<file path="src/rtl/ahb_pkg.sv">
// Shared AHB encodings and the retime-master state encoding.
// Contents:
//   htrans_e - transfer type (IDLE/BUSY/NONSEQ/SEQ)
//   hburst_e - burst type (SINGLE/INCR/WRAPx/INCRx)
//   hresp_e  - slave response (OKAY/ERROR/RETRY/SPLIT)
//   state_e  - retime master FSM states
package ahb_pkg;

  typedef enum logic [1:0] {
    TransIdle   = 2'b00,
    TransBusy   = 2'b01,
    TransNonseq = 2'b10,
    TransSeq    = 2'b11
  } htrans_e;

  typedef enum logic [2:0] {
    BurstSingle = 3'b000,
    BurstIncr   = 3'b001,
    BurstWrap4  = 3'b010,
    BurstIncr4  = 3'b011,
    BurstWrap8  = 3'b100,
    BurstIncr8  = 3'b101,
    BurstWrap16 = 3'b110,
    BurstIncr16 = 3'b111
  } hburst_e;

  typedef enum logic [1:0] {
    RespOkay  = 2'b00,
    RespError = 2'b01,
    RespRetry = 2'b10,
    RespSplit = 2'b11
  } hresp_e;

  typedef enum logic [1:0] {
    StIdle = 2'b00,
    StAddr = 2'b01,
    StData = 2'b10,
    StErr1 = 2'b11
  } state_e;

endpackage

</file>
<file path="src/rtl/ahb_master_retime_param.sv">
// AHB master-side retiming stage. Accepts one upstream transfer at a time, reissues it on the
// downstream master port from flops, and returns read data / response upstream from flops.
// Upstream hready is decoded from the FSM state only, so nothing combinational crosses the stage.
//
// Parameters:
//   ADDR_W     - address width
//   DATA_W     - data width (32, 64 or 128)
//   BURST_PASS - 0: every transfer goes out as NONSEQ SINGLE
//                1: htrans/hburst forwarded, BUSY fills the gaps inside a burst
// Ports:
//   hclk, resetn          - clock, asynchronous active-low reset
//   ahb_mmst_*  (inputs)  - upstream address phase controls and write data
//   ahb_mmst_hrdata/hready/hresp (outputs) - upstream data phase return
//   ahb_mst_*   (outputs) - downstream address phase controls and write data
//   ahb_mst_hrdata/hready/hresp (inputs)   - downstream data phase return
module ahb_master_retime_param
  import ahb_pkg::*;
#(
  parameter int unsigned ADDR_W     = 32,
  parameter int unsigned DATA_W     = 32,
  parameter int unsigned BURST_PASS = 0
) (
  input  logic              hclk,
  input  logic              resetn,
  // Upstream
  input  logic [ADDR_W-1:0] ahb_mmst_haddr,
  input  logic [1:0]        ahb_mmst_htrans,
  input  logic              ahb_mmst_hwrite,
  input  logic [2:0]        ahb_mmst_hsize,
  input  logic [2:0]        ahb_mmst_hburst,
  input  logic [3:0]        ahb_mmst_hprot,
  input  logic              ahb_mmst_hlock,
  input  logic [DATA_W-1:0] ahb_mmst_hwdata,
  output logic [DATA_W-1:0] ahb_mmst_hrdata,
  output logic              ahb_mmst_hready,
  output logic [1:0]        ahb_mmst_hresp,
  // Downstream
  output logic [ADDR_W-1:0] ahb_mst_haddr,
  output logic [1:0]        ahb_mst_htrans,
  output logic              ahb_mst_hwrite,
  output logic [2:0]        ahb_mst_hsize,
  output logic [2:0]        ahb_mst_hburst,
  output logic [3:0]        ahb_mst_hprot,
  output logic              ahb_mst_hlock,
  output logic [DATA_W-1:0] ahb_mst_hwdata,
  input  logic [DATA_W-1:0] ahb_mst_hrdata,
  input  logic              ahb_mst_hready,
  input  logic [1:0]        ahb_mst_hresp
);

  state_e     state_q;
  logic       burst_active_q;
  // Set for the first ADDR cycle: that is the upstream data phase carrying hwdata.
  logic       wdata_pend_q;
  logic       up_valid;
  logic [1:0] idle_fill;

  assign up_valid  = (ahb_mmst_htrans == TransNonseq) || (ahb_mmst_htrans == TransSeq);
  // Outside the address phase the downstream bus idles, or marks BUSY while a burst is open.
  assign idle_fill = burst_active_q ? TransBusy : TransIdle;

  assign ahb_mmst_hready = (state_q == StIdle);

  always_ff @(posedge hclk or negedge resetn) begin
    if (!resetn) begin
      state_q         <= StIdle;
      burst_active_q  <= 1'b0;
      wdata_pend_q    <= 1'b0;
      ahb_mmst_hrdata <= '0;
      ahb_mmst_hresp  <= RespOkay;
      ahb_mst_haddr   <= '0;
      ahb_mst_htrans  <= TransIdle;
      ahb_mst_hwrite  <= 1'b0;
      ahb_mst_hsize   <= '0;
      ahb_mst_hburst  <= BurstSingle;
      ahb_mst_hprot   <= '0;
      ahb_mst_hlock   <= 1'b0;
      ahb_mst_hwdata  <= '0;
    end else begin
      unique case (state_q)
        StIdle: begin
          // Any held error response lasts only this one ready cycle.
          ahb_mmst_hresp <= RespOkay;
          if (up_valid) begin
            ahb_mst_haddr <= ahb_mmst_haddr;
            ahb_mst_hwrite <= ahb_mmst_hwrite;
            ahb_mst_hsize <= ahb_mmst_hsize;
            ahb_mst_hprot <= ahb_mmst_hprot;
            ahb_mst_hlock <= ahb_mmst_hlock;
            if (BURST_PASS != 0) begin
              ahb_mst_htrans <= ahb_mmst_htrans;
              ahb_mst_hburst <= ahb_mmst_hburst;
              burst_active_q <= (ahb_mmst_hburst != BurstSingle);
            end else begin
              // Bursts are split: each beat, SEQ included, leaves as its own NONSEQ SINGLE.
              ahb_mst_htrans <= TransNonseq;
              ahb_mst_hburst <= BurstSingle;
              burst_active_q <= 1'b0;
            end
            wdata_pend_q <= 1'b1;
            state_q      <= StAddr;
          end else if (ahb_mmst_htrans == TransIdle) begin
            burst_active_q <= 1'b0;
            ahb_mst_htrans <= TransIdle;
          end
          // Upstream BUSY: keep whatever fill is on the bus.
        end

        StAddr: begin
          if (wdata_pend_q) begin
            ahb_mst_hwdata <= ahb_mmst_hwdata;
            wdata_pend_q   <= 1'b0;
          end
          if (ahb_mst_hready) begin
            ahb_mst_htrans <= idle_fill;
            state_q        <= StData;
          end
        end

        StData: begin
          if (ahb_mst_hready) begin
            if (!ahb_mst_hwrite) begin
              ahb_mmst_hrdata <= ahb_mst_hrdata;
            end
            ahb_mmst_hresp <= ahb_mst_hresp;
            if (ahb_mst_hresp == RespOkay) begin
              state_q <= StIdle;
            end else begin
              // An error ends any open burst; the downstream bus goes fully idle.
              burst_active_q <= 1'b0;
              ahb_mst_htrans <= TransIdle;
              state_q        <= StErr1;
            end
          end
        end

        StErr1: begin
          // First cycle of the two-cycle response; hresp is held into the next IDLE cycle.
          state_q <= StIdle;
        end

        default: begin
          state_q <= StIdle;
        end
      endcase
    end
  end

endmodule

</file>
<file path="config.mk">
export PLATFORM = sky130hd
export DESIGN_NAME = ahb_master_retime_param
export DESIGN_NICKNAME = d
export VERILOG_FILES = /design/src/rtl/ahb_pkg.sv /design/src/rtl/ahb_master_retime_param.sv
export SDC_FILE = /design/constraint.sdc
export NUM_CORES = 1
export LEC_CHECK = 0
export ABC_AREA = 1
export CORE_UTILIZATION = 40
export DETAILED_ROUTE_END_ITERATION = 16
export PLACE_DENSITY_LB_ADDON = 0.05
export SYNTH_ARGS = -nofsm -noshare
export SYNTH_HDL_FRONTEND = slang
export SYNTH_SLANG_ARGS = --single-unit
</file>
<file path="constraint.sdc">
create_clock -name hclk -period 1.8 [get_ports hclk]
set_input_delay 0.54 -clock hclk [delete_from_list [all_inputs] [get_ports hclk]]
set_output_delay 0.54 -clock hclk [all_outputs]
set_load 0.01 [all_outputs]
</file>
Word-level counts from Yosys, hierarchy flattened
Cells that the tools add are included.

storage, ports and cells
  bits in registers = 113
  input bits = 115
  word-level logic and storage cells = 59

cells by class
  equality and inequality tests = 10
  muxes and demuxes = 21
  bitwise logic cells = 1
  reduce and logical (&&, ||, !) cells = 15

operators by type and width
  operator                                                          count
  2-bit 2-to-1 mux                                                  10
  2-bit == test (second input constant)                             4
  2-bit one-hot mux with 4 select lines                             1
  2-bit AND reduction                                               4
  2-bit zero test                                                   3
  1-bit 2-to-1 mux                                                  6
  2-bit != test (second input constant)                             3
  2-bit one-hot mux with 3 select lines                             1
  3-bit AND reduction                                               2
  5-bit AND reduction                                               1
  1-bit one-hot mux with 2 select lines                             2
  2-bit one-hot mux with 2 select lines                             1
  4-bit AND reduction                                               1
  2-bit nonzero test                                                2
  3-bit by 1-bit != test with 1-bit output (second input constant)  1
  3-bit nonzero test                                                1
  2-bit by 1-bit == test with 1-bit output (second input constant)  1
  2-bit by 1-bit != test with 1-bit output (second input constant)  1
  1-bit logical OR                                                  1
  1-bit inverter                                                    1

Logic depth before layout (Yosys ltp)
  depth after elaboration = 4
  depth in mapped cells = 8

Worst setup path after synthesis
Ideal clock, no wire load.

  kind = register to register
  start point = reg state_q[0]
  end point = reg ahb_mmst_hrdata[22]
  setup time = 118 ps
  arrival = 1372 ps
  required time = 1682 ps
  path slack = 310 ps
  stages on the path, launching flop included = 9
  period minus slack after synthesis = 1490 ps
  cells stage by stage = dfrtp_1 > inv_1 > ha_1 > nand2_2 > or2_1 > buf_6 > buf_6 > nand2_1 > o21ai_2

on the way
  longest elaborated chain between the ends = 2

RTL lines
  element                        RTL line                        text
  start, declared                ahb_master_retime_param.sv:51   state_e state_q;
  start signal, assigned         ahb_master_retime_param.sv:66   state_q <= StIdle;
  start signal, assigned         ahb_master_retime_param.sv:101  state_q <= StAddr;
  start signal, assigned         ahb_master_retime_param.sv:116  state_q <= StData;
  2-bit == test                  ahb_master_retime_param.sv:80   unique case (state_q)
  3-bit AND reduction (no line)  n/a
  end signal, assigned           ahb_master_retime_param.sv:123  ahb_mmst_hrdata <= ahb_mst_hrdata;
  end, declared                  ahb_master_retime_param.sv:34   output logic [DATA_W-1:0] ahb_mmst_hrdata,

Every way passes these cells.
A chain may end at the register's enable or synchronous reset.

Worst setup path in the final report
  start point = reg ahb_mst_hprot[3]
  end point = out ahb_mst_hprot[3]

RTL lines
  element                 RTL line                       text
  start, declared         ahb_master_retime_param.sv:43  output logic [3:0] ahb_mst_hprot,
  start signal, assigned  ahb_master_retime_param.sv:88  ahb_mst_hprot <= ahb_mmst_hprot;

No word-level cell between the ends.

==> flow_summary_export.csv <==
group,metric,value,unit
critical_path,end_kind,"output port",
critical_path,r2r.worst_path.cells,8,
logic_synthesis,synth_warnings,0,
critical_path,criticalPathCategory,"flip-flop to output port",
global_routing,grt_antenna_before_repair,0,
layout,fill_cells,908,
placed_design,place_congestion,0.807,
cts,clock-root-buffer,"clkbuf_16",
timing,setup_viol,0,
timing,finClkSkew,8.39,ps
global_routing,grt_max_degree,68,
route,wire_per_inst,14.0,microns
layout,stdcell_count,805,
placed_design,dp_worst_setup_slack,-169,ps
global_routing,grt-ovfl-total,0,
cts,clk_pin_slew,70,ps
critical_path,max_stage_delay,540,ps
timing,fin_crit_sh,98.4,%
logic_synthesis,synth_cells,435,
layout,drive_above_1_share,14.7,%
route,post-route-drc-count,0,
power_and_ir_drop,power_leakage,4.11,nW
cts,insertion_delay,340,ps
critical_path,critical_path_arrival,1230,ps
global_routing,grt_pass1_wl,17.5,mm
timing,setup_tns,0,ps
critical_path,crit_buf_inv,1,
cts,cts.sinks,111,
timing,fin_ws,28.9,ps
die,design.core.area,10900,sq um
placed_design,dp_cells,790,
die,start_util,41.4,%
cts,clock_path_buffers,2,
timing,period_minus_slack,1770,ps
power_and_ir_drop,p_per_area,1560,nW/um^2
critical_path,cp_slowest_cell,"clkdlybuf4s50_1",
critical_path,reg2reg_to,"ahb_mmst_hrdata[22]$_DFFE_PN0P_",
route,drtAntennaViolNets,0,
job,cap_violations,0,
timing,finalHoldViolations,0,
die,io_pins,228,
critical_path,crit_chain,"clkdlybuf4s50_1",
critical_path,ff2ff_setup_slack,40,ps
global_routing,grt_usage,19.3,%
layout,num-nets-final,780,
cts,cts_buffers,9,
critical_path,crit_path_start_kind,"flip-flop",
critical_path,critical_path.max_fanout,2,
route,drtPass1Iterations,4,
layout,antenna_cells,0,
logic_synthesis,ys_seq_area_share,61.3,%
timing,slew_viol_final,0,
cts,htree_levels,3,
cts,cts_tree,"built",
die,row_count,38,
power_and_ir_drop,irDropWorstVdd,0.724,mV
die,die_y,108,microns
route,routed_via_density,4.49,
logic_synthesis,synth_area,4530,sq um
global_routing,grt_pass1_vias,3617,
logic_synthesis,syn_area_per_cell,10.4,sq um
route,drt-initial-drc-count,145,
power_and_ir_drop,finalPower,0.0114,W
timing,fmax,565,MHz
placed_design,post-dp-hpwl,8.35,mm
die,die_w,108,microns
placed_design,port_buffers,220,
layout,syn2layout_area_growth,61.2,%
critical_path,rr_startpoint,"state_q[0]$_DFFE_PN0P_",
die,die_area,11800,sq um
route,drt-total-wl,11.3,mm
critical_path,crit_required,1260,ps
route,vias,3613,
critical_path,cp_top_family,"buffers and inverters",
logic_synthesis,netlist-cell-type-count,19,
hold_path,hold_class,"input pin to async pin",
logic_synthesis,ys_ff_latch,111,
status,status,"complete, no violations",
[cell type report]
cell class              instances  area, sq um  share of cell area [%]
well taps                     140          175                    2.40
multi-input cells             259         1450                    19.8
flip-flops and latches        111         2780                    38.0
inverters                      46          173                    2.36
clock inverters                 1         5.00                  0.0685
repair buffers                234         2470                    33.8
clock buffers                  14          254                    3.48
[routing by layer]
metal	share of wire (%)	vias to the layer above	GRT usage, %
met5	0	-	0
met4	1.8	0	7.92
met3	9.3	16	5.85
met2	49	138	32.0
met1	40	1678	23.3
li1	-	1781	-
[synthesized netlist by cell type]
cell type,n,share of area [%]
nand2_1,166,14
dfrtp_1,111,61
inv_1,45,3.7
mux2_2,32,8.0
o21ai_2,32,6.2
buf_2,7,0.77
buf_6,7,1.7
nor2_1,6,0.50
o21ai_0,6,0.66
buf_4,4,0.66
clkbuf_1,4,0.33
ha_1,4,1.1
nand3_1,4,0.44
o22ai_1,2,0.28
conb_1,1,0.083
inv_2,1,0.083
nand2_2,1,0.14
o21bai_1,1,0.17
or2_1,1,0.14
[power breakdown]
| group | total, W | internal [W] | switching [W] | leakage (nW) |
|---|---|---|---|---|
| combinational | 0.00537 | 0.00295 | 0.00242 | 2.62 |
| clock | 0.00180 | 0.000970 | 0.000825 | 0.127 |
| sequential | 0.00426 | 0.00369 | 0.000575 | 1.36 |
| total | 0.0114 | 0.00760 | 0.00382 | 4.11 |
[how the worst max path moves through the flow]
stage,from,endpoint,slack [ps],cells after the start
floorplan,state_q[0]$_DFFE_PN0P_,ahb_mmst_hrdata[22]$_DFFE_PN0P_,310,8
global placement,ahb_mst_hready,ahb_mmst_hrdata[14]$_DFFE_PN0P_,-150,6
detailed placement,ahb_mst_hready,ahb_mmst_hrdata[22]$_DFFE_PN0P_,-170,6
CTS,state_q[0]$_DFFE_PN0P_,ahb_mmst_hready,-8,3
global route,state_q[0]$_DFFE_PN0P_,ahb_mmst_hrdata[17]$_DFFE_PN0P_,-20,8
finish,ahb_mst_hprot[3]$_DFFE_PN0P_,ahb_mst_hprot[3],30,1
[flip-flops by register name, summed over array words and instances (netlist names), 2 cells and up]
| signal | cells |
|---|---|
| ahb_mst_hsize | 3 |
| ahb_mmst_hrdata | 32 |
| ahb_mst_hwdata | 32 |
| state_q | 2 |
| ahb_mmst_hresp | 2 |
| ahb_mst_hprot | 4 |
| ahb_mst_haddr | 32 |
[through the flow]
step / hold slack, ps / instance area, sq um / util (%)
CTS: 187 / 7160 / 65.5
global placement: 461 / 6930 / 63.3
finish: 184 / 7300 / 66.8
detailed placement: 465 / 6930 / 63.3
global route: 202 / 7300 / 66.8
floorplan: 244 / 4540 / -
[placed cells by master (no fill, tap or decap)]
| cell type | count |
|---|---|
| ha_4 | 1 |
| nand3_1 | 4 |
| o21ai_0 | 6 |
| clkbuf_8 | 1 |
| clkbuf_1 | 4 |
| conb_1 | 4 |
| clkbuf_16 | 9 |
| inv_2 | 3 |
| dfrtp_1 | 111 |
| dlygate4sd2_1 | 24 |
| nor2_1 | 6 |
| clkdlybuf4s50_1 | 141 |
| clkinv_2 | 1 |
| mux2_2 | 32 |
| clkdlybuf4s15_2 | 1 |
| nand2_2 | 1 |
| o21bai_1 | 1 |
| o22ai_1 | 2 |
| ha_2 | 1 |
| buf_4 | 10 |
| inv_1 | 43 |
| dlymetal6s2s_1 | 53 |
| nand2_1 | 166 |
| ha_1 | 2 |
| buf_12 | 5 |
| o21ai_2 | 32 |
| or2_2 | 1 |
[logic make-up after synthesis]
logic type               count (synthesis)  synth area share [%]
other                                    1                0.0827
flip-flops                             111                  61.3
buffers and inverters                   68                  7.32
AND/OR/NAND/NOR                        178                  15.0
multiplexers                            32                  7.95
AO/OA/AOI/OAI                           41                  7.29
adder cells (fa/ha/maj)                  4                  1.10
[timing repair]
item,CTS,global route
hold buffers,0,0
pin swaps,1,0
buffers inserted,0,0
resized for setup,28,57
setup endpoints to repair,25,82
(Power assumes the default switching activity.)
